===== src/rtl/interp_pkg.sv =====
// ----------------------------------------------------------------------------
// interp_pkg : shared constants, mode/health encodings and FSM states for interp
// Revision   : 1.0  initial release
// ----------------------------------------------------------------------------
`default_nettype none

package interp_pkg;

  localparam logic [1:0] MODE_INTEGRATE = 2'd0;
  localparam logic [1:0] MODE_INTERP    = 2'd1;

  localparam int HLT_OVF  = 0;
  localparam int HLT_BUSY = 1;

  // Divider start to slope valid: one cycle per quotient bit of a 33-bit dividend, plus load.
  localparam int DIV_LAT = 34;

  typedef enum logic [2:0] {
    ST_IDLE       = 3'd0,
    ST_WAIT_FIRST = 3'd1,
    ST_DIVIDE     = 3'd2,
    ST_RAMP       = 3'd3,
    ST_HOLD       = 3'd4
  } state_t;

endpackage

`default_nettype wire


===== src/rtl/interp_divider.sv =====
// ----------------------------------------------------------------------------
// interp_divider : signed restoring divider, one quotient bit per cycle.
//                  Positive divisor only; quotient truncates toward zero.
// Revision       : 1.0  initial release
// ----------------------------------------------------------------------------
`default_nettype none

module interp_divider import interp_pkg::*; #(
  parameter int W  = DIV_LAT - 1,
  parameter int VW = W - 1
) (
  input  logic                clk,
  input  logic                rst,
  input  logic                start,
  input  logic                abort,
  input  logic signed [W-1:0] dividend,
  input  logic [VW-1:0]       divisor,
  output logic signed [W-1:0] quotient,
  output logic                done
);

  localparam int            CW   = $clog2(W + 1);
  localparam logic [CW-1:0] LAST = CW'(W);

  logic          busy;
  logic          neg;
  logic [CW-1:0] cnt;
  logic [W-1:0]  shreg;
  logic [VW-1:0] rem;
  logic [VW-1:0] dvs;
  logic [W-1:0]  mag;
  logic [VW:0]   trial;
  logic [VW:0]   diff;
  logic          fits;

  // shreg shifts the dividend magnitude out at the top while quotient bits enter at the bottom
  always_comb begin
    mag   = dividend[W-1] ? (~dividend + 1'b1) : dividend;
    trial = {rem, shreg[W-1]};
    diff  = trial - {1'b0, dvs};
    fits  = (trial >= {1'b0, dvs});
  end

  assign done     = busy && (cnt == LAST);
  assign quotient = neg ? -$signed(shreg) : $signed(shreg);

  always_ff @(posedge clk or posedge rst) begin
    if (rst) begin
      busy  <= 1'b0;
      neg   <= 1'b0;
      cnt   <= '0;
      shreg <= '0;
      rem   <= '0;
      dvs   <= '0;
    end else if (abort) begin
      busy <= 1'b0;
    end else if (start) begin
      busy  <= 1'b1;
      neg   <= dividend[W-1];
      cnt   <= '0;
      shreg <= mag;
      rem   <= '0;
      dvs   <= divisor;
    end else if (busy) begin
      if (cnt == LAST) begin
        busy <= 1'b0;
      end else begin
        cnt   <= cnt + 1'b1;
        shreg <= {shreg[W-2:0], fits};
        rem   <= fits ? diff[VW-1:0] : trial[VW-1:0];
      end
    end
  end

endmodule

`default_nettype wire


===== src/rtl/interp.sv =====
// ----------------------------------------------------------------------------
// interp   : rebuilds a per-clock signal from a sparse sample stream by running
//            sum (INTEGRATE) or linear ramp between samples (INTERP).
//            Define INTERP_SAT_EN to saturate the INTEGRATE accumulator.
// Revision : 1.0  initial release
// ----------------------------------------------------------------------------
`default_nettype none

module interp import interp_pkg::*; #(
  parameter int DW = 32
) (
  input  logic                 clk_i,
  input  logic                 reset_i,
  input  logic [1:0]           mode_i,
  input  logic                 enable_i,
  input  logic                 valid_i,
  input  logic signed [DW-1:0] inp_i,
  output logic signed [DW-1:0] out_o,
  output logic                 valid_o,
  output logic [1:0]           health_o
);

  localparam int QW = DW + 1;
  localparam int SW = DW + 2;

`ifdef INTERP_SAT_EN
  localparam logic [DW-1:0] SAT_MAX = {1'b0, {(DW-1){1'b1}}};
  localparam logic [DW-1:0] SAT_MIN = {1'b1, {(DW-1){1'b0}}};
`endif

  state_t               state_q, state_d;
  logic                 en_q;
  logic [1:0]           mode_q, mode_d;
  logic signed [DW-1:0] out_d;
  logic                 valid_d;
  logic [1:0]           health_d;
  logic signed [DW-1:0] prev_q, prev_d;
  logic signed [QW-1:0] slope_q, slope_d;
  logic [DW-1:0]        cnt_q, cnt_d;
  logic [DW-1:0]        period;
  logic signed [QW-1:0] delta;
  logic signed [QW-1:0] sum;
  logic                 ovf;
  logic signed [QW-1:0] step_slope;
  logic signed [SW-1:0] step_val;
  logic signed [SW-1:0] tgt_ext;
  logic                 reach;
  logic                 rise;
  logic                 div_start;
  logic                 div_abort;
  logic                 div_done;
  logic signed [QW-1:0] div_quot;

  assign rise      = enable_i & ~en_q;
  assign div_abort = ~enable_i | rise;
  assign period    = (&cnt_q) ? cnt_q : cnt_q + 1'b1;
  assign delta     = {inp_i[DW-1], inp_i} - {prev_q[DW-1], prev_q};
  assign sum       = {out_o[DW-1], out_o} + {inp_i[DW-1], inp_i};
  assign ovf       = sum[QW-1] ^ sum[DW-1];

  // prev_q doubles as the ramp target; the first ramp step uses the fresh quotient
  assign step_slope = (state_q == ST_DIVIDE) ? div_quot : slope_q;
  assign step_val   = {{2{out_o[DW-1]}}, out_o} + {step_slope[QW-1], step_slope};
  assign tgt_ext    = {{2{prev_q[DW-1]}}, prev_q};
  assign reach      = step_slope[QW-1] ? (step_val <= tgt_ext) : (step_val >= tgt_ext);

  interp_divider #(.W(QW), .VW(DW)) u_div (
    .clk      (clk_i),
    .rst      (reset_i),
    .start    (div_start),
    .abort    (div_abort),
    .dividend (delta),
    .divisor  (period),
    .quotient (div_quot),
    .done     (div_done)
  );

  always_comb begin
    state_d   = state_q;
    mode_d    = mode_q;
    out_d     = out_o;
    valid_d   = 1'b0;
    health_d  = health_o;
    prev_d    = prev_q;
    slope_d   = slope_q;
    cnt_d     = cnt_q;
    div_start = 1'b0;

    if (!enable_i) begin
      state_d = ST_IDLE;
    end else if (rise) begin
      state_d  = ST_WAIT_FIRST;
      mode_d   = mode_i;
      out_d    = '0;
      health_d = '0;
      cnt_d    = '0;
    end else if (mode_q != MODE_INTERP) begin
      // out_o is the accumulator; reserved modes fall through here
      if (valid_i) begin
        valid_d = 1'b1;
        if (ovf) health_d[HLT_OVF] = 1'b1;
`ifdef INTERP_SAT_EN
        if (ovf) out_d = sum[QW-1] ? SAT_MIN : SAT_MAX;
        else     out_d = sum[DW-1:0];
`else
        out_d = sum[DW-1:0];
`endif
      end
    end else begin
      cnt_d = period;
      case (state_q)
        ST_WAIT_FIRST: begin
          if (valid_i) begin
            state_d = ST_HOLD;
            out_d   = inp_i;
            prev_d  = inp_i;
            valid_d = 1'b1;
            cnt_d   = '0;
          end
        end
        ST_HOLD, ST_RAMP, ST_DIVIDE: begin
          if (valid_i) begin
            state_d   = ST_DIVIDE;
            out_d     = prev_q;
            prev_d    = inp_i;
            valid_d   = 1'b1;
            cnt_d     = '0;
            div_start = 1'b1;
            if (state_q == ST_DIVIDE) health_d[HLT_BUSY] = 1'b1;
          end else if ((state_q == ST_DIVIDE && div_done) || state_q == ST_RAMP) begin
            if (state_q == ST_DIVIDE) slope_d = div_quot;
            if (step_slope == '0) begin
              state_d = ST_HOLD;
            end else begin
              valid_d = 1'b1;
              if (reach) begin
                state_d = ST_HOLD;
                out_d   = prev_q;
              end else begin
                state_d = ST_RAMP;
                out_d   = step_val[DW-1:0];
              end
            end
          end
        end
        default: begin
          state_d = state_q;
        end
      endcase
    end
  end

  always_ff @(posedge clk_i or posedge reset_i) begin
    if (reset_i) begin
      state_q  <= ST_IDLE;
      en_q     <= 1'b0;
      mode_q   <= MODE_INTEGRATE;
      out_o    <= '0;
      valid_o  <= 1'b0;
      health_o <= '0;
      prev_q   <= '0;
      slope_q  <= '0;
      cnt_q    <= '0;
    end else begin
      state_q  <= state_d;
      en_q     <= enable_i;
      mode_q   <= mode_d;
      out_o    <= out_d;
      valid_o  <= valid_d;
      health_o <= health_d;
      prev_q   <= prev_d;
      slope_q  <= slope_d;
      cnt_q    <= cnt_d;
    end
  end

endmodule

`default_nettype wire

===== config.mk =====
export PLATFORM = sky130hd
export DESIGN_NAME = interp
export DESIGN_NICKNAME = d
export VERILOG_FILES = /design/src/rtl/interp_pkg.sv /design/src/rtl/interp_divider.sv /design/src/rtl/interp.sv
export SDC_FILE = /design/constraint.sdc
export NUM_CORES = 1
export LEC_CHECK = 0
export CAP_MARGIN = 20
export CORE_MARGIN = 4
export CORE_UTILIZATION = 30
export DETAILED_ROUTE_END_ITERATION = 6
export PLACE_DENSITY = 0.47
export SYNTH_ARGS = -nofsm -noshare
export SYNTH_HDL_FRONTEND = slang
export SYNTH_SLANG_ARGS = --single-unit

===== constraint.sdc =====
create_clock -name clk_i -period 9.5 [get_ports clk_i]
set_input_delay 1.425 -clock clk_i [delete_from_list [all_inputs] [get_ports clk_i]]
set_output_delay 1.425 -clock clk_i [all_outputs]
set_load 0.05 [all_outputs]

==> After elaboration in Yosys (flattened, before gate mapping) <==
Index checks and enable logic that the tools add are counted.
{ "word_totals": {"regBits": 243, "latchBits": 0, "ram_bits": 0, "romBits": 0, "in_bits": 38, "out_inout_bits": 35, "mem_count": 0} }
{ "op_classes": {"n_addsub": 8, "mul": 0, "div": 0, "n_lt_le_gt_ge": 3, "n_eq_ne": 16, "shift": 0, "mux": 61, "bitwise": 10, "n_reduce_logical": 24} }
{ "ops": {"columns": ["cell", "n"], "rows": [
  ["$mux 32", 17],
  ["$mux 33", 6],
  ["$pmux 32 s2", 1],
  ["$add 32x33->34", 1],
  ["$ge 34x32->1", 1],
  ["$le 34x32->1", 1],
  ["$add 32x32->33", 1],
  ["$add 33x1->33 const B", 1],
  ["$ge 33x32->1", 1],
  ["$logic_not 33->1", 1],
  ["$neg 33->33", 1],
  ["$not 33->33", 1],
  ["$sub 32x32->33", 1],
  ["$add 32x1->32 const B", 1],
  ["$reduce_and 32->1", 1],
  ["$sub 32x32->32", 1],
  ["$mux 3", 8],
  ["$mux 1", 23],
  ["$mux 6", 3],
  ["$ne 4x4->1 const B", 3],
  ["$reduce_and 6->1", 2],
  ["$reduce_bool 2->1", 6],
  ["$reduce_and 5->1", 2],
  ["$ne 3x3->1 const B", 3],
  ["24 further kinds", 35]
]} }

==> Logic depth before layout (Yosys ltp) <==
Gate-level depths: netlist of run 1.
{ "logic_depth": {"depth_word": 14, "ltp_mapped": 33} }

==> Cells and area by module <==
Synthesis of run 1 repeated with hierarchy kept, for this count alone.
{ "unflattened": {"cells_unflattened": 2397, "hier_area_um2": 20337.0} }
{ "modules_own_cells": {"columns": ["module", "n_inst", "cells_each", "area_per_inst_um2"], "rows": [
  ["interp", 1, 1484, 12762.2],
  ["interp_divider", 1, 913, 7574.8]
]} }

==> Worst setup path after synthesis of run 1 <==
OpenSTA, ideal clock, no wires.
{ "synth_path": {"path_kind": "reg-to-reg", "from": "reg u_div.shreg[2]", "to": "reg out_o[15]", "setup_ns": 0.126, "arrival_ns": 6.296, "required_ns": 9.374, "path_slack_ns": 3.078, "path_stages_with_launch": 30, "cell_sequence": "dfrtp_1 > buf_6 > or4_4 > or4_1 > buf_2 > o31ai_1 > xor2_1 > o21ai_0 > ha_1 > clkbuf_1 > a21oi_1 > o21ai_0 > or3_1 > o211ai_1 > a2bb2oi_1 > o31ai_1 > a21oi_1 > o21bai_1 > a21oi_1 > xnor2_1 > ha_1 > nand4_1 > or2_2 > nor4_1 > a21oi_1 > nand2_2 > buf_6 > mux2i_1 > a211oi_1 > a221o_1"} }
{ "synth_via": {"elab_chain_len": 13} }
{ "synth_lines": {"columns": ["element", "line_no", "rtl"], "rows": [
  ["start, declared", "interp_divider.sv:28", "logic [W-1:0] shreg;"],
  ["start signal, assigned", "interp_divider.sv:61", "shreg <= mag;"],
  ["start signal, assigned", "interp_divider.sv:69", "shreg <= {shreg[W-2:0], fits};"],
  ["$neg 33->33 (*)", "interp_divider.sv:45", "assign quotient = neg ? -$signed(shreg) : $signed(shreg);"],
  ["$mux 33 (*)", "interp_divider.sv:45", null],
  ["$mux 33 (*)", null, null],
  ["via step_slope[13]", "interp.sv:44", "logic signed [QW-1:0] step_slope;"],
  ["$add 32x33->34", "interp.sv:63", "assign step_val = {{2{out_o[DW-1]}}, out_o} + {step_slope[QW-1], step_slope};"],
  ["$ge 34x32->1 / $le 34x32->1 (equally long branches)", "interp.sv:65", "assign reach = step_slope[QW-1] ? (step_val <= tgt_ext) : (step_val >= tgt_ext);"],
  ["$mux 1", "interp.sv:65", null],
  ["$mux 32", "interp.sv:136", "if (reach) begin"],
  ["$mux 32", "interp.sv:132", "if (step_slope == '0) begin"],
  ["$mux 32", "interp.sv:130", "end else if ((state_q == ST_DIVIDE && div_done) || state_q == ST_RAMP) begin"],
  ["$mux 32", "interp.sv:122", "if (valid_i) begin"],
  ["$pmux 32 s2", "interp.sv:111", "case (state_q)"],
  ["$mux 32", "interp.sv:97", "end else if (mode_q != MODE_INTERP) begin"],
  ["$mux 32", "interp.sv:91", "end else if (rise) begin"],
  ["end signal, assigned", "interp.sv:168", "out_o <= out_d;"],
  ["end, declared", "interp.sv:18", "output logic signed [DW-1:0] out_o,"]
]} }
The timed path passes the listed nets; every way through them passes the cells marked *. The select of a mux whose other input is x is not followed.
A chain may end at the register's enable or synchronous reset.

==> Worst setup path after layout of run 1 <==
{ "layout_path": {"from": "reg u_div.shreg[2]", "to": "reg out_o[2]"} }
The elaborated chain is that of the path after synthesis.

==> results.yml, run 1 <==
sta:
  rsz0062_at_grt: "false"
  drv_slew: 0
  slew-limit-headroom: 0.315
  tns_ns: 0
  period_share: 0.843
  setup-violations-final: 0
  fin_crit_ns: 8.00
  report.final.hold_viol_count: 0
  worst_slew_pin_slew_ns: 1.00
  fmax_mhz: 125
  skew_ns: 0.0428
  fin_ws_ns: 1.50
final_layout:
  nFillCells: 7205
  layout_common_cells: "nand2_1 (296), dfrtp_1 (243), o21ai_0 (234)"
  layout-drive-gt1-share: 0.0664
  diodes: 0
  layout_commonest_cell: "nand2_1"
  final_nets: 2771
  area_growth_pct: 12.6
detailed_routing:
  dr_wl_met3_um: 3090
  firstDrtPassIters: 5
  ant_nets: 0
  highest_layer: "met4"
  wl_per_cell_um: 19.5
  wirelength_um: 68300
  via_per_inst: 5.40
  route.met2.wl_um: 31600
  vias: 18910
  drt_iter0_drc: 1382
  route.detailed.drc: 0
  wl_met1_um: 32100
global_route:
  grt_overflow_total: 0
  antenna_found_initial: 0
  grt_use_total: 0.181
  grt_max_degree: 118
  grt_pass1_wl_um: 107000
  grt_pass1_vias: 18234
setup_path:
  reg2reg_slack_ns: 1.50
  regToRegEndpoint: "out_o[2]"
  cp_max_fo: 29
  critPathRequiredTime_ns: 9.96
  start_kind: "flip-flop"
  timing.rr.start: "u_div.shreg[2]"
  critPathKind: "reg -> reg"
  cp.arrival_ns: 8.46
  reg2reg_depth: 27
  worstSetupEndpointType: "flip-flop"
floorplan:
  core-area_sq_mm: 0.0687
  fp.dieH_um: 272
  die_area_sq_mm: 0.0738
  initial_core_util: 0.303
  die_w_um: 272
  rows: 96
  ioPinCount: 73
pwr:
  vdd_drop_max_v: 0.000164
  finalPower_mw: 6.26
  p_sw_mw: 2.94
  seqPwrFrac: 0.235
  sw_frac_of_total: 0.470
  p_clk_frac: 0.180
  combPwrFrac: 0.585
  power.leakage_nw: 10.4
  p_int_mw: 3.32
  p_per_area_mw_per_mm2: 267
place:
  dp_hpwl_um: 51400
  numPortBuffers: 72
  place.gp.congestion: 0.939
  place_ws_ns: 1.64
flow_run:
  drv_cap: 0
yosys:
  yosys_warnings: 0
  synth_ff_type: "dfrtp_1"
  ys_ff_latch: 243
  syn_avg_cell_area_sq_um: 8.19
  yosysTopAreaCell: "dfrtp_1"
  synth.area.top_cells: "dfrtp_1 (29%), ha_1 (10%), o21ai_0 (5.6%)"
  ys_seq_area_frac: 0.292
  synth_area_sq_mm: 0.0208
  synth_top_area_share: 0.292
  synth.distinct_cells: 85
  async_reset_ff_frac: 1.00
  syn-num-nets: 2761
  synth_cells: 2547
  synth_edf_count: 0
clock_tree:
  hold_buffers: 0
  cts_made_buffers: 30
  cts_max_level: 1
  clock_sinks: 243
  insertion_delay_ns: 0.61
  cts_tree: "yes"
  clockBufferDepth: 3
  clkSlewWorstSetupHoldPaths_ns: 0.06
  root_buffer: "clkbuf_16"
  cts_setup_buffers: 0
  cts_resized: 0
min_path:
  holdPathEnd: "u_div.dvs[17]"
  min_path_cells: 2
  hold_path.startpoint: "u_div.dvs[17]"
  hp-class: "reg -> reg"
status:
  status: "completed"
## power groups by stage
| stage | clock, mW | combinational, mW | sequential (mW) |
|---|---|---|---|
| 2_1_floorplan | 0 | 2.56 | 1.57 |
| 3_3_place_gp | 0 | 3.57 | 1.48 |
| 3_5_place_dp | 0 | 3.61 | 1.49 |
| 4_1_cts | 1.17 | 3.63 | 1.47 |
| 5_1_grt | 1.22 | 4.04 | 1.49 |
| 6_report | 1.13 | 3.66 | 1.47 |
## sequential cells by signal, indices dropped and copies added (netlist names), 2 cells and up
signal	flops
health_o	2
prev_q	32
u_div.rem	32
u_div.cnt	6
cnt_q	32
mode_q	2
state_q	3
slope_q	33
u_div.shreg	33
out_o	32
u_div.dvs	32
## through the flow
stage	instances	hold slack (ns)	cell area, sq um	utilization
floorplan	2547	0.450	20900	-
finish	3505	0.476	23500	0.342
global route	3505	0.508	23500	0.342
detailed placement	3454	0.472	22500	0.327
CTS	3503	0.486	23400	0.341
global placement	3452	0.467	22500	0.327
## cell usage after synthesis (5+ instances only)
| cell type | instances |
|---|---|
| xor2_1 | 79 |
| o21ai_1 | 11 |
| a31oi_1 | 47 |
| o31a_1 | 6 |
| inv_1 | 110 |
| dfrtp_1 | 243 |
| xnor2_1 | 121 |
| nor2b_1 | 19 |
| and4_1 | 6 |
| nand2_1 | 296 |
| or3b_2 | 5 |
| nand3b_1 | 9 |
| nor3_1 | 48 |
| buf_6 | 6 |
| mux2i_1 | 36 |
| ha_1 | 172 |
| o21ai_0 | 234 |
| a21oi_1 | 225 |
| a211oi_1 | 27 |
| o211ai_1 | 10 |
| nand4_1 | 29 |
| nand2b_1 | 22 |
| buf_1 | 9 |
| or4_1 | 5 |
| o21bai_1 | 20 |
| and2_1 | 13 |
| o31ai_1 | 30 |
| o41ai_1 | 8 |
| clkbuf_1 | 97 |
| o21a_1 | 17 |
| a22oi_1 | 11 |
| and3_1 | 42 |
| a2111oi_0 | 5 |
| nor3b_1 | 9 |
| nor4_1 | 16 |
| a22o_1 | 12 |
| nor2_1 | 176 |
| a21boi_0 | 11 |
| a221o_1 | 7 |
| a21o_1 | 70 |
| a211o_1 | 6 |
| nand3_1 | 54 |
| mux2_2 | 70 |
| or3_1 | 23 |
## layer usage
| metal | GRT usage | up-vias |
|---|---|---|
| met3 | 0.0196 | 88 |
| li1 | - | 9254 |
| met4 | 0.0408 | 0 |
| met5 | 0 | - |
| met2 | 0.299 | 442 |
| met1 | 0.255 | 9126 |
## cell type report
cell class                 count  area [sq um]  share of cell area
clock buffer                  43           860              0.0366
timing repair buffer          97           958              0.0408
multi-input combinational   2074         13900               0.592
clock inverter                 6          82.6             0.00352
tap                          931          1160              0.0496
inverter                     111           424              0.0181
sequential                   243          6080               0.259
## cell families (layout without fill, tap and decap cells)
logic type,after synthesis,in the layout,share of synthesized area
buffers and inverters,230,257,0.0443
flip-flops,243,243,0.292
multiplexers,106,106,0.0551
AND/OR/NAND/NOR,791,791,0.180
adder cells (fa/ha/maj),176,176,0.107
XOR/XNOR,200,200,0.0840
AO/OA/AOI/OAI,801,801,0.238
## critical path: stages, from the launching register on
cell       delay, ns
dfrtp_1         0.49
or4_4           0.53
or4_1           0.58
or2_1           0.36
o21ai_0         0.23
xor2_1          0.22
o21ai_0         0.19
ha_1            0.44
nand2_1         0.09
o21ai_0         0.33
a21oi_1         0.10
a2111oi_0       0.92
a21oi_1         0.15
nor2_1          0.21
a21o_1          0.14
a21oi_1         0.09
o211ai_1        0.16
o21ai_0         0.13
ha_1            0.34
nand4_1         0.14
or2_2           0.33
nor4_1          0.34
a21oi_1         0.13
nand2_2         0.34
buf_12          0.27
mux2_2          0.36
o21ai_0         0.13
o21ai_0         0.10
## worst max path at each step
stage,from,endpoint,slack [ns],depth (start not counted)
5_1_grt,u_div.shreg[2],out_o[2],1.0,27
6_report,u_div.shreg[2],out_o[2],1.50,27
3_3_place_gp,u_div.shreg[2],out_o[2],1.33,24
2_1_floorplan,reset_i,cnt_q[0],1.40,1
4_1_cts,u_div.shreg[2],out_o[16],1.55,27
3_5_place_dp,u_div.shreg[2],out_o[2],1.64,27
Note: power is estimated with default switching activity, not from simulation.
==> run 2, diff against run 1 <==
--- a/config.mk
+++ b/config.mk
@@ -9,7 +9,7 @@
 export CORE_MARGIN = 4
 export CORE_UTILIZATION = 30
 export DETAILED_ROUTE_END_ITERATION = 6
-export PLACE_DENSITY = 0.47
+export PLACE_DENSITY = 0.49
 export SYNTH_ARGS = -nofsm -noshare
 export SYNTH_HDL_FRONTEND = slang
 export SYNTH_SLANG_ARGS = --single-unit
==> constraint.sdc (replaced) <==
create_clock -name clk_i -period 7.24 [get_ports clk_i]
set_input_delay 1.086 -clock clk_i [delete_from_list [all_inputs] [get_ports clk_i]]
set_output_delay 1.086 -clock clk_i [all_outputs]
set_load 0.05 [all_outputs]
==> run 2 against run 1 <==
  * Worst setup slack worse by 1.1 ns
  * Sequential share of layout area down 0.50 points
  * Sequential power up 31%
  * Wire length down 3.6%
  * Critical path depth up 1
  * Combinational power up 33%
  * Design area up 2.0%
  * Final cell count up 1.0%
  * Utilization up 0.68 points
  * Non-clock buffer count up 28
  * Clock skew up 0.011 ns
  * Critical path type unchanged
  * Largest cell class unchanged
  * Highest routed layer unchanged
==> results.yml, run 2 (same netlist as run 1, synthesis figures left out) <==
place:
  place_ws_ns: -0.203
  dp_hpwl_um: 50700
  place.gp.congestion: 0.879
  post_dp_cell_area_sq_mm: 0.0227
  dp.cells: 3479
  numPortBuffers: 72
sta:
  period_share: 0.948
  fin_crit_ns: 6.87
  report.final.hold_viol_count: 0
  drv_slew: 0
  setup-violations-final: 0
  slew-limit-headroom: 0.232
  skew_ns: 0.0536
  fmax_mhz: 146
  fin_ws_ns: 0.375
  holdWs_ns: 0.476
  tns_ns: 0
  worst_slew_pin_slew_ns: 1.14
detailed_routing:
  via_per_inst: 5.31
  drt_iter0_drc: 1044
  route.detailed.drc: 0
  vias: 18797
  ant_nets: 0
  wirelength_um: 65900
  wl_per_cell_um: 18.6
  firstDrtPassIters: 6
final_layout:
  seqCellArea_sq_mm: 0.00608
  finalInstanceArea_sq_mm: 0.0239
  nFillCells: 7238
  multi_input_area_sq_mm: 0.0140
  layout_commonest_cell: "nand2_1"
  layout-drive-gt1-share: 0.0874
  diodes: 0
  instances_no_fill: 3540
  fin_util: 0.348
  area_growth_pct: 14.8
  final_nets: 2799
  reg_top3: "slope_q x33, u_div.shreg x33"
  layout_common_cells: "nand2_1 (296), dfrtp_1 (243), a21oi_1 (224)"
flow_run:
  drv_cap: 0
pwr:
  seqPwrFrac: 0.228
  combPwrFrac: 0.572
  p_sw_mw: 3.88
  p_clk_frac: 0.201
  power.leakage_nw: 10.7
  finalPower_mw: 8.49
  p_int_mw: 4.61
  vdd_drop_max_v: 0.000234
  sw_frac_of_total: 0.457
  p_per_area_mw_per_mm2: 355
clock_tree:
  root_buffer: "clkbuf_16"
  cts_max_level: 1
  insertion_delay_ns: 0.62
  cts_tree: "yes"
  clkSlewWorstSetupHoldPaths_ns: 0.06
  clock_sinks: 243
  cts_made_buffers: 30
  hold_buffers: 0
  clockBufferDepth: 3
setup_path:
  slowest_stage: "a21boi_0"
  critPathRequiredTime_ns: 7.75
  start_kind: "flip-flop"
  critPathKind: "reg -> reg"
  cp_max_fo: 7
  cp.arrival_ns: 7.37
  worstSetupEndpointType: "flip-flop"
  slowest_delay_ns: 0.55
  path_common_cell: "a21oi_1"
  reg2reg_depth: 28
floorplan:
  initial_core_util: 0.303
  rows: 96
  fp.dieH_um: 272
  die_area_sq_mm: 0.0738
  core-area_sq_mm: 0.0687
  die_w_um: 272
  ioPinCount: 73
global_route:
  grt_max_degree: 170
  grt_pass1_vias: 18261
  grt_overflow_total: 0
  grt_pass1_wl_um: 104000
  grt_use_total: 0.173
  antenna_found_initial: 0
min_path:
  hp-class: "reg -> reg"
  min_path_cells: 2
status:
  status: "completed"
-- run 2: changes by cell type in the layout (fill, tap and decap cells not counted), sizes merged --
cell	delta
buf	+28
bufinv	+5
clkbuf	-5
clkinv	+5
clkinvlp	+3
inv	-1
-- run 2: power groups by stage --
stage	Combinational, mW	Clock, mW	Sequential, mW
after floorplan	3.36	0	2.06
after global placement	4.72	0	1.95
after detailed placement	4.76	0	1.95
after CTS	4.79	1.76	1.93
after global routing	5.38	1.82	1.96
final	4.85	1.70	1.93
-- run 2: cell type report --
cell class / instances / area share
inverter: 111 / 0.0176
sequential: 243 / 0.254
timing repair buffer: 125 / 0.0485
multi-input combinational: 2074 / 0.584
tap: 931 / 0.0487
clock buffer: 38 / 0.0355
clock inverter: 18 / 0.0116
-- run 2: repair_timing --
item / in CTS / in global routing
endpoints found under the setup margin: 35 / 35
setup buffers: 0 / 3
gates resized for setup: 4 / 27
pin swaps: 0 / 5
cloned: 0 / 0
-- run 2: critical path, delay by kind of cell (launching register included) --
| kind | cells | cell delay [ns] |
|---|---|---|
| xor+xnor | 3 | 0.47 |
| flops | 1 | 0.43 |
| compound gates | 14 | 2.82 |
| buf+inv | 4 | 0.67 |
| simple gates | 5 | 1.74 |
| fa+ha+maj | 2 | 0.61 |
-- run 2: per-layer routing --
metal / vias to the layer above / wire length, um / global-route usage
li1: 9300 / - / -
met1: 9075 / 30400 / 0.235
met2: 343 / 31600 / 0.297
met3: 79 / 2300 / 0.0184
met4: 0 / 1530 / 0.0393
met5: - / 0 / 0
-- run 2: path summary, 6_finish.rpt --
kind                       slack, ns      startpoint            end
max in group asynchronous       5.06         reset_i    slope_q[23]
min                             0.48   u_div.dvs[31]  u_div.dvs[31]
max reg2reg                     0.37  u_div.shreg[5]     state_q[1]
min reg2reg                     0.48   u_div.dvs[31]  u_div.dvs[31]
min in group asynchronous       0.84         reset_i       out_o[1]
max                             0.37  u_div.shreg[5]     state_q[1]
==> run 3, diff against run 2 <==
--- a/config.mk
+++ b/config.mk
@@ -7,9 +7,9 @@
 export LEC_CHECK = 0
 export CAP_MARGIN = 20
 export CORE_MARGIN = 4
-export CORE_UTILIZATION = 30
+export CORE_UTILIZATION = 59
 export DETAILED_ROUTE_END_ITERATION = 6
-export PLACE_DENSITY = 0.49
+export PLACE_DENSITY = 0.79
 export SYNTH_ARGS = -nofsm -noshare
 export SYNTH_HDL_FRONTEND = slang
 export SYNTH_SLANG_ARGS = --single-unit
==> constraint.sdc (replaced) <==
create_clock -name clk_i -period 7.95 [get_ports clk_i]
set_input_delay 1.1925 -clock clk_i [delete_from_list [all_inputs] [get_ports clk_i]]
set_output_delay 1.1925 -clock clk_i [all_outputs]
set_load 0.05 [all_outputs]
==> run 3 against run 2 <==
  * Flip-flop and latch count unchanged
  * First-iteration DRC count rose by 81%
  * Die area down 48%
  * Count of clock-buffer cells in the layout decreased by 6
  * Clock skew decreased by 0.040 ns
  * Fmax is 7.6% lower
  * Global-route usage rose by 14 points
  * Total power shrank 12%
  * Worst setup slack better by 0.14 ns
  * Wire length decreased by 5.7%
  * Combinational power fell by 11%
  * Hold slack improved by 0.0011 ns
==> results.yml, run 3 (same netlist as run 1, synthesis figures left out) <==
status:
  status: "completed"
final_layout:
  layout_common_cells: "nand2_1 (296), dfrtp_1 (243), o21ai_0 (233)"
  reg_top3: "slope_q x33, u_div.shreg x33"
  seqCellArea_sq_mm: 0.00608
  nFillCells: 2932
  multi_input_area_sq_mm: 0.0139
  layout_commonest_cell: "nand2_1"
  area_growth_pct: 9.82
  layout-drive-gt1-share: 0.0692
  final_nets: 2767
  diodes: 0
  fin_util: 0.660
detailed_routing:
  firstDrtPassIters: 6
  via_per_inst: 6.44
  route.detailed.drc: 0
  wl_per_cell_um: 20.5
  wirelength_um: 62100
  drt_iter0_drc: 1887
  vias: 19500
  ant_nets: 0
pwr:
  p_per_area_mw_per_mm2: 325
  vdd_drop_max_v: 0.000243
  power.leakage_nw: 10.4
clock_tree:
  hold_buffers: 0
  clock_sinks: 243
  root_buffer: "clkbuf_16"
  cts_tree: "yes"
  cts_max_level: 1
  cts_made_buffers: 28
  clkSlewWorstSetupHoldPaths_ns: 0.06
  clockBufferDepth: 3
  insertion_delay_ns: 0.57
setup_path:
  worstSetupEndpointType: "flip-flop"
  timing.rr.start: "u_div.shreg[2]"
  reg2reg_slack_ns: 0.52
  startpoint: "u_div.shreg[2]"
  critPathKind: "reg -> reg"
  reg2reg_depth: 26
  worstSetupEndpoint: "out_o[2]"
  cp.arrival_ns: 7.86
  critPathRequiredTime_ns: 8.38
  start_kind: "flip-flop"
  regToRegEndpoint: "out_o[2]"
  cp_max_fo: 30
global_route:
  grt_pass1_wl_um: 97700
  grt_overflow_total: 0
  busiest_layer: "met2"
  antenna_found_initial: 0
  grt_max_degree: 171
  met2_usage: 0.495
  grt_use_total: 0.309
  grt_use_met1: 0.442
  grt_pass1_vias: 18261
  grt_use_met3: 0.0493
floorplan:
  fp.dieH_um: 196
  die_w_um: 196
  core-area_sq_mm: 0.0347
  rows: 68
  ioPinCount: 73
  initial_core_util: 0.601
  die_area_sq_mm: 0.0384
sta:
  drv_slew: 0
  fin_crit_ns: 7.43
  worst_slew_pin_slew_ns: 1.10
  period_share: 0.935
  skew_ns: 0.0131
  setup-violations-final: 0
  slew-limit-headroom: 0.266
  rsz0062_at_grt: "false"
  fmax_mhz: 135
  tns_ns: 0
  report.final.hold_viol_count: 0
min_path:
  hp-class: "reg -> reg"
place:
  dp_hpwl_um: 46300
  place.gp.congestion: 0.985
  numPortBuffers: 72
flow_run:
  drv_cap: 0
[run 3: changes by cell type in the layout (fill, tap and decap cells not counted), moves of 2 or more]
cell | before | now
buf_4 | 49 | 19
bufinv_16 | 6 | 4
clkbuf_16 | 30 | 28
clkbuf_8 | 7 | 2
clkinv_2 | 7 | 10
clkinvlp_4 | 4 | 2
nor2_1 | 174 | 176
nor2_2 | 3 | 1
nor4_1 | 13 | 15
o21ai_0 | 222 | 233
o21ai_1 | 19 | 12
o21ai_2 | 4 | 0
[run 3: worst min-delay path by stage]
stage | start | endpoint | cells after the start
final | u_div.dvs[3] | u_div.dvs[3] | 2
after global routing | u_div.dvs[8] | u_div.dvs[8] | 2
after floorplan | u_div.dvs[10] | u_div.dvs[10] | 2
after CTS | u_div.dvs[29] | u_div.dvs[29] | 2
after detailed placement | u_div.dvs[29] | u_div.dvs[29] | 2
after global placement | u_div.dvs[29] | u_div.dvs[29] | 2
[run 3: power by group]
group,total (mW),leakage [nW],switching [mW],internal [mW]
combinational,4.32,6.68,2.57,1.75
sequential,1.77,3.28,0.326,1.44
clock,1.36,0.469,0.564,0.793
total,7.45,10.4,3.46,3.99
[run 3: critical path, stage by stage, from the launching register on]
cell and delay (ns):
dfrtp_1 0.49, or4_4 0.53, or4_1 0.57, o31a_1 0.32
xnor2_1 0.13, o21ai_0 0.48, ha_1 0.42, a21oi_1 0.25
o21ai_0 0.15, or3_1 0.32, o211ai_1 0.38, a2bb2oi_2 0.30
o31ai_1 0.11, a21oi_1 0.24, o21bai_1 0.09, a21oi_1 0.18
xnor2_1 0.09, ha_1 0.30, nand4_1 0.09, or2_2 0.34
nor4_2 0.35, a21oi_1 0.13, nand2_2 0.19, buf_12 0.23
mux2_2 0.36, o21ai_0 0.12, o21ai_0 0.09
[run 3: per-stage QoR]
step | hold slack (ns) | power, mW | setup slack [ns] | instances | area [sq um]
after floorplan | 0.450 | 4.93 | 0.0843 | 2547 | 20900
after global placement | 0.461 | 5.87 | 0.545 | 2976 | 21900
after CTS | 0.484 | 7.35 | 0.321 | 3026 | 22800
after detailed placement | 0.470 | 5.96 | 0.402 | 2976 | 21900
after global routing | 0.512 | 7.94 | 0.108 | 3028 | 22900
final | 0.477 | 7.45 | 0.516 | 3028 | 22900
[run 3: cell type report]
class                           instances  share of cell area
Clock inverter                         18             0.00918
Multi-Input combinational cell       2074               0.608
Sequential cell                       243               0.266
Timing Repair Buffer                   95              0.0415
Clock buffer                           32              0.0321
Inverter                              111              0.0185
Tap cell                              455              0.0249
[run 3: repair_timing]
item | 4_1_cts | 5_1_grt
buffers inserted | 0 | 0
endpoints found under the setup margin | 0 | 35
resized for setup | 0 | 5
[run 3: metal layers]
| metal | vias up | wire, um | share of wire |
|---|---|---|---|
| li1 | 9217 | - | - |
| met1 | 9413 | 27500 | 0.44 |
| met2 | 757 | 28200 | 0.45 |
| met3 | 113 | 4600 | 0.074 |
| met4 | 0 | 1710 | 0.027 |
| met5 | - | 0 | 0 |
